==> src/rtl/alu_unit.sv <==
// rtl/alu_unit.sv - 32-bit EX-stage ALU with registered result and branch-taken flag.
// Optional macro ALU_VAR_SHIFT_EN enables R-type SLLV/SRLV/SRAV (count from rs[4:0]).
`timescale 1ns/1ps
module alu_unit (
   input  logic        clk,
   input  logic        rst,
   input  logic [5:0]  opcode,
   input  logic [31:0] rs_content,
   input  logic [31:0] rt_content,
   input  logic [4:0]  shamt,
   input  logic [5:0]  ALU_control,
   input  logic [15:0] immediate,
   output logic [31:0] ALU_result,
   output logic        sig_branch
);

   localparam logic [5:0] OP_RTYPE = 6'b000000;
   localparam logic [5:0] OP_BEQ   = 6'b000100;
   localparam logic [5:0] OP_BNE   = 6'b000101;
   localparam logic [5:0] OP_ADDI  = 6'b010000;
   localparam logic [5:0] OP_ANDI  = 6'b010010;
   localparam logic [5:0] OP_ORI   = 6'b010011;
   localparam logic [5:0] OP_XORI  = 6'b010100;
   localparam logic [5:0] OP_SLTI  = 6'b010101;
   localparam logic [5:0] OP_LUI   = 6'b010110;
   localparam logic [5:0] OP_LW    = 6'b100011;
   localparam logic [5:0] OP_SW    = 6'b101011;

   localparam logic [5:0] FN_ADD   = 6'b100000;
   localparam logic [5:0] FN_SUB   = 6'b100010;
   localparam logic [5:0] FN_AND   = 6'b100100;
   localparam logic [5:0] FN_OR    = 6'b100101;
   localparam logic [5:0] FN_XOR   = 6'b100110;
   localparam logic [5:0] FN_NOR   = 6'b100111;
   localparam logic [5:0] FN_SLT   = 6'b101010;
   localparam logic [5:0] FN_SLTU  = 6'b101011;
   localparam logic [5:0] FN_SLL   = 6'b000000;
   localparam logic [5:0] FN_SRL   = 6'b000010;
   localparam logic [5:0] FN_SRA   = 6'b000011;
`ifdef ALU_VAR_SHIFT_EN
   localparam logic [5:0] FN_SLLV  = 6'b000100;
   localparam logic [5:0] FN_SRLV  = 6'b000110;
   localparam logic [5:0] FN_SRAV  = 6'b000111;
`endif

   logic [31:0] w_sext;
   logic [31:0] w_zext;
   logic [31:0] w_diff;
   logic [31:0] w_result;
   logic        w_branch;
   logic [31:0] r_result;
   logic        r_branch;

   assign w_sext = {{16{immediate[15]}}, immediate};
   assign w_zext = {16'b0, immediate};
   // Shared by SUB and both branches so the compare reuses one subtractor
   assign w_diff = rs_content - rt_content;

   always_comb begin
      w_result = 32'b0;
      w_branch = 1'b0;
      case (opcode)
         OP_RTYPE: begin
            case (ALU_control)
               FN_ADD:  w_result = rs_content + rt_content;
               FN_SUB:  w_result = w_diff;
               FN_AND:  w_result = rs_content & rt_content;
               FN_OR:   w_result = rs_content | rt_content;
               FN_XOR:  w_result = rs_content ^ rt_content;
               FN_NOR:  w_result = ~(rs_content | rt_content);
               FN_SLT:  w_result = {31'b0, $signed(rs_content) < $signed(rt_content)};
               FN_SLTU: w_result = {31'b0, rs_content < rt_content};
               FN_SLL:  w_result = rt_content << shamt;
               FN_SRL:  w_result = rt_content >> shamt;
               FN_SRA:  w_result = $unsigned($signed(rt_content) >>> shamt);
`ifdef ALU_VAR_SHIFT_EN
               FN_SLLV: w_result = rt_content << rs_content[4:0];
               FN_SRLV: w_result = rt_content >> rs_content[4:0];
               FN_SRAV: w_result = $unsigned($signed(rt_content) >>> rs_content[4:0]);
`endif
               default: w_result = 32'b0;
            endcase
         end
         OP_ADDI: w_result = rs_content + w_sext;
         OP_ANDI: w_result = rs_content & w_zext;
         OP_ORI:  w_result = rs_content | w_zext;
         OP_XORI: w_result = rs_content ^ w_zext;
         OP_SLTI: w_result = {31'b0, $signed(rs_content) < $signed(w_sext)};
         OP_LUI:  w_result = {immediate, 16'b0};
         OP_LW,
         OP_SW:   w_result = rs_content + w_sext;
         OP_BEQ: begin
            w_result = w_diff;
            w_branch = (w_diff == 32'b0);
         end
         OP_BNE: begin
            w_result = w_diff;
            w_branch = (w_diff != 32'b0);
         end
         default: begin
            w_result = 32'b0;
            w_branch = 1'b0;
         end
      endcase
   end

   always_ff @(posedge clk or posedge rst) begin
      if (rst) begin
         r_result <= 32'b0;
         r_branch <= 1'b0;
      end else begin
         r_result <= w_result;
         r_branch <= w_branch;
      end
   end

   assign ALU_result = r_result;
   assign sig_branch = r_branch;

endmodule

==> config.mk <==
export PLATFORM = sky130hd
export DESIGN_NAME = alu_unit
export DESIGN_NICKNAME = d
export VERILOG_FILES = /design/src/rtl/alu_unit.sv
export SDC_FILE = /design/constraint.sdc
export NUM_CORES = 1
export LEC_CHECK = 0
export BUFFER_PORTS_ARGS = -buffer_cell sky130_fd_sc_hd__buf_2
export CORE_MARGIN = 3
export CORE_UTILIZATION = 53
export CTS_CLUSTER_SIZE = 8
export DETAILED_ROUTE_END_ITERATION = 12
export HOLD_SLACK_MARGIN = 0.06
export PLACE_DENSITY_LB_ADDON = 0.08
export SLEW_MARGIN = 20
export SYNTH_ARGS = -nofsm -noshare
export SYNTH_HDL_FRONTEND = slang
export SYNTH_SLANG_ARGS = --single-unit
==> constraint.sdc <==
create_clock -name clk -period 0.8 [get_ports clk]
set_input_delay 0.04 -clock clk [delete_from_list [all_inputs] [get_ports clk]]
set_output_delay 0.04 -clock clk [all_outputs]
set_load 0.05 [all_outputs]
==> summary.txt, run 1 <==
Register area share after synthesis: 6.31%
CTS max path bufs: 2
Syn_nets: 2160
Top Ports: 132
FFs w/ async S/R, synth: 100%
Largest net degree at the start of global routing: 37
Final GP Congestion: 1.12
Crit. endpoint post-GRT repair: sig_branch$_DFF_PP0_/D
Clk sinks: 33
Cts bufs inserted: 5
Placed Cells: 2928
Synth Register Bits: 33
Failing step: global routing
Dpl ws: -3000 ps
# rows: 56
Port Buffers: 131
Grt ovf: 169
Mapped Cells: 1883
Run Error: [ERROR GRT-0232] Routing congestion too high. Check the congestion heatmap in the GUI.
Clock Tree Root: clkbuf_16
Htree depth: 2
Yosys cell types: 85
Worst ep type: register input
Initial core utilization: 54.8%
Yosys Warn Count: 0
Mean Syn Cell Area: 6.95 µm²
Die Y-Extent: 163 µm
Post-DP HPWL: 56600 µm
EDFF count, synth: 0
Total Routing Usage GR: 75.5%
Status: aborted with a tool error
Mapped cell area: 0.0131 mm²
Die Wd: 163 µm
Post-synth top flop: dfrtp_1
[timing repair]
action / CTS
buffers inserted: 55
endpoints found under the hold margin: 33
setup endpoints to repair: 66
hold buffers: 1
pin swaps: 126
resized for setup: 340
[per-stage QoR]
stage | area [µm²] | utilization [%]
floorplan | 13600 | -
global placement | 19500 | 81.7
detailed placement | 19500 | 81.7
CTS | 21500 | 90.1
[layer usage]
metal | GRT usage, % | overflow
met5 | 17.0 | 1
met4 | 79.0 | 66
met3 | 57.7 | 0
met2 | 93.5 | 102
met1 | 75.1 | 0
[cells by family after synthesis]
kind of cell / after synthesis / synth area share, %
fa+ha+maj: 178 / 17.2
flops: 33 / 6.31
xor+xnor: 74 / 4.95
mux: 143 / 12.8
compound gates: 662 / 32.4
buf+inv: 283 / 8.30
simple gates: 510 / 18.1
[cell usage after synthesis (18+ instances only)]
master    instances  area [µm²]
nor2_1          186         698
o21ai_0         125         626
buf_1            22        82.6
a211oi_1         27         203
nand2b_1         24         150
nand2_1         132         495
a21o_1           26         195
ha_1            175        2190
dfrtp_1          33         826
nor2b_1          18         113
mux4_2           18         405
clkbuf_1         99         372
a222oi_1         18         180
inv_1           135         507
nand3_1          30         150
a21oi_1         172         861
o22ai_1          23         144
mux2i_1         114        1140
nor3_1           34         170
o21ai_1          75         375
o211ai_1         26         195
xnor2_1          60         526
==> run 2, diff against run 1 <==
- CORE_UTILIZATION: 53 -> 38
- CTS_CLUSTER_SIZE: 8 -> unset
- HOLD_SLACK_MARGIN: 0.06 -> unset
- PLACE_DENSITY_LB_ADDON: 0.08 -> 0.15
- clock period: 0.8 -> 1 ns (I/O delays scaled with it)
==> run 2 against run 1 <==
  * Synthesized cell count unchanged
  * Area after synthesis unchanged
  * The flow now finishes, with violations (negative setup slack)
==> summary.txt, run 2 <==
Mapped cell area: 0.0131 mm²
Top post-synthesis cells by count: nor2_1, ha_1, a21oi_1
Commonest non-fill, non-tap cells in the layout: buf_4, nor2_1, ha_1, a21oi_1, nand2_1
Largest area contributor in the synthesized netlist: ha_1
Largest net degree at the start of global routing: 34
FFs w/ async S/R, synth: 100%
Syn_nets: 2160
Mean Syn Cell Area: 6.95 µm²
Synth Register Bits: 33
CP startpoint: rs_content[12]
Top Ports: 132
Clk sinks: 33
Final Non-Filler Cells: 3187
Mapped Cells: 1883
Crit path cell chain: buf_6 > inv_4 > ha_4 > nor2b_4 > or4_4 > o41ai_4 > buf_6 > o21ai_4 > buf_6 > a22oi_2 > mux2i_1 > nand3_1 > nor4_2 > nand4_1 > mux2i_1
Cts bufs inserted: 5
Total Power: 0.0169 W
Slew HR: 60.0%
Worst endpoint data arrival time: 2930 ps
Vias post-DR: 18800
# diodes: 0
Critical path class: in -> reg
Slowest CP cell: or4_4
Most common cell in the netlist: nor2_1
CP Launch Type: primary input
Yosys Warn Count: 0
Core area: 0.0337 mm²
Post-DP HPWL: 63000 µm
Die Y-Extent: 192 µm
Endpoint class of the critical path: register
Post-synth top flop: dfrtp_1
CTS tree: built
Violated checks: negative setup slack
Number of global-route vias before repair: 18100
Port Buffers: 131
Status: finished with violations
Die ar.: 0.0367 mm²
Most common cell on crit path: buf_6
Most common cell after layout, fill and taps aside: buf_4
Register area share after synthesis: 6.31%
Synth top area cells: ha_1, mux2i_1, a21oi_1
Die Wd: 192 µm
Htree depth: 2
VDD IR max: 0.861 mV
Final GP Congestion: 1.04
Clock Pin Slew Worst Setup and Hold Paths: 70 ps
Top cell type's share of synthesized area: 16.7%
HP Class: in -> reg
Worst Path Buf+Inv: 4
Setup-failing EPs final: 34
CP required: 1180 ps
Clock Tree Root: clkbuf_16
Pre-antenna DRT Iters: 10
PD cells: 734 mW/mm²
Share of cells above drive strength 1: 49.3%
CTS max path bufs: 2
Grt ovf: 0
EDFF count, synth: 0
Total Routing Usage GR: 39.7%
Placed Cells: 3118
RSZ-0062 raised after global routing: true
Routed Antenna Nets: 0
Slew of the pin with the lowest slew margin: 583 ps
Post-route clock period utilization: 275%
Maxcap violations: 0
Iter 0 DRT Violations: 2054
Initial core utilization: 38.8%
Leakage: 11.1 nW
Max Slew Vio Count: 0
# rows: 67
Initial antenna violation count: 2
Max incr delay on CP: 570 ps
WL/cell: 23.9 µm
Worst Hold Launch: immediate[1]
First-pass GRT wire length: 110000 µm
DR DRC count: 0
CP Max Fanout: 4
Area Overhead vs Synth: 75.5%
FMAX: 363 MHz
PnR worst setup slack: -1750 ps
Final net count: 3015
Critical path's top delay family: simple AND/OR/NAND/NOR gates
Total Wirelength: 76100 µm
Max reg flops: 32
Yosys cell types: 85
Routed vias/inst: 5.88
Final min period: 2750 ps
Hold Violations, Final: 0
[run 2: cell counts after synthesis]
No cell type changed its count.
[run 2: cell families after synthesis]
logic type,share of synthesized area (%)
AO/OA/AOI/OAI,32.4
XOR/XNOR,4.95
adder cells (fa/ha/maj),17.2
buffers and inverters,8.30
flip-flops,6.31
multiplexers,12.8
AND/OR/NAND/NOR,18.1
[run 2: cell type report]
class / count / area (µm²)
Tap cell: 448 / 561
Sequential cell: 33 / 826
Timing Repair Buffer: 986 / 7580
Inverter: 145 / 598
Fill cell: 2921 / 10700
Clock buffer: 6 / 139
Multi-Input combinational cell: 1567 / 13200
Clock inverter: 2 / 37.5
[run 2: routing by layer]
layer | up-vias | share of wire (%) | track usage, %
met5 | - | 0.0092 | 0
met4 | 2 | 5.9 | 18.9
met3 | 225 | 8.7 | 5.62
met2 | 993 | 43 | 61.4
met1 | 8913 | 43 | 54.4
li1 | 8620 | - | -
[run 2: power breakdown]
group	switching, W	internal [W]
clock network	0.000721	0.00125
registers	0.0000268	0.00141
logic	0.00713	0.00633
[run 2: per-stage QoR]
stage / setup TNS [ps] / hold slack (ps) / area, µm² / util, % / worst slack, ps
CTS: -46470 / 169 / 22200 / 65.8 / -1770
finish: -47430 / 173 / 23000 / 68.1 / -1750
global placement: -64600 / 114 / 20200 / 59.9 / -2450
floorplan: -41120 / 179 / 13600 / - / -1800
detailed placement: -65250 / 113 / 20200 / 59.9 / -2430
global route: -50250 / 189 / 23000 / 68.1 / -1860
[run 2: worst paths after layout]
kind / to / slack (ps) / cells past startpoint
max: sig_branch / -1750 / 15
min: ALU_result[17] / 170 / 4
max in group asynchronous: ALU_result[23] / 440 / 4
min in group asynchronous: ALU_result[1] / 350 / 4
[run 2: repair_timing]
action / in CTS / in global routing
setup endpoints to repair: 34 / 35
pin swaps: 134 / 75
hold buffers: 1 / 0
buffers inserted: 58 / 31
gates resized for setup: 307 / 134
endpoints found under the hold margin: 33 / 0
cloned: 1 / 1
(Power assumes the default switching activity.)
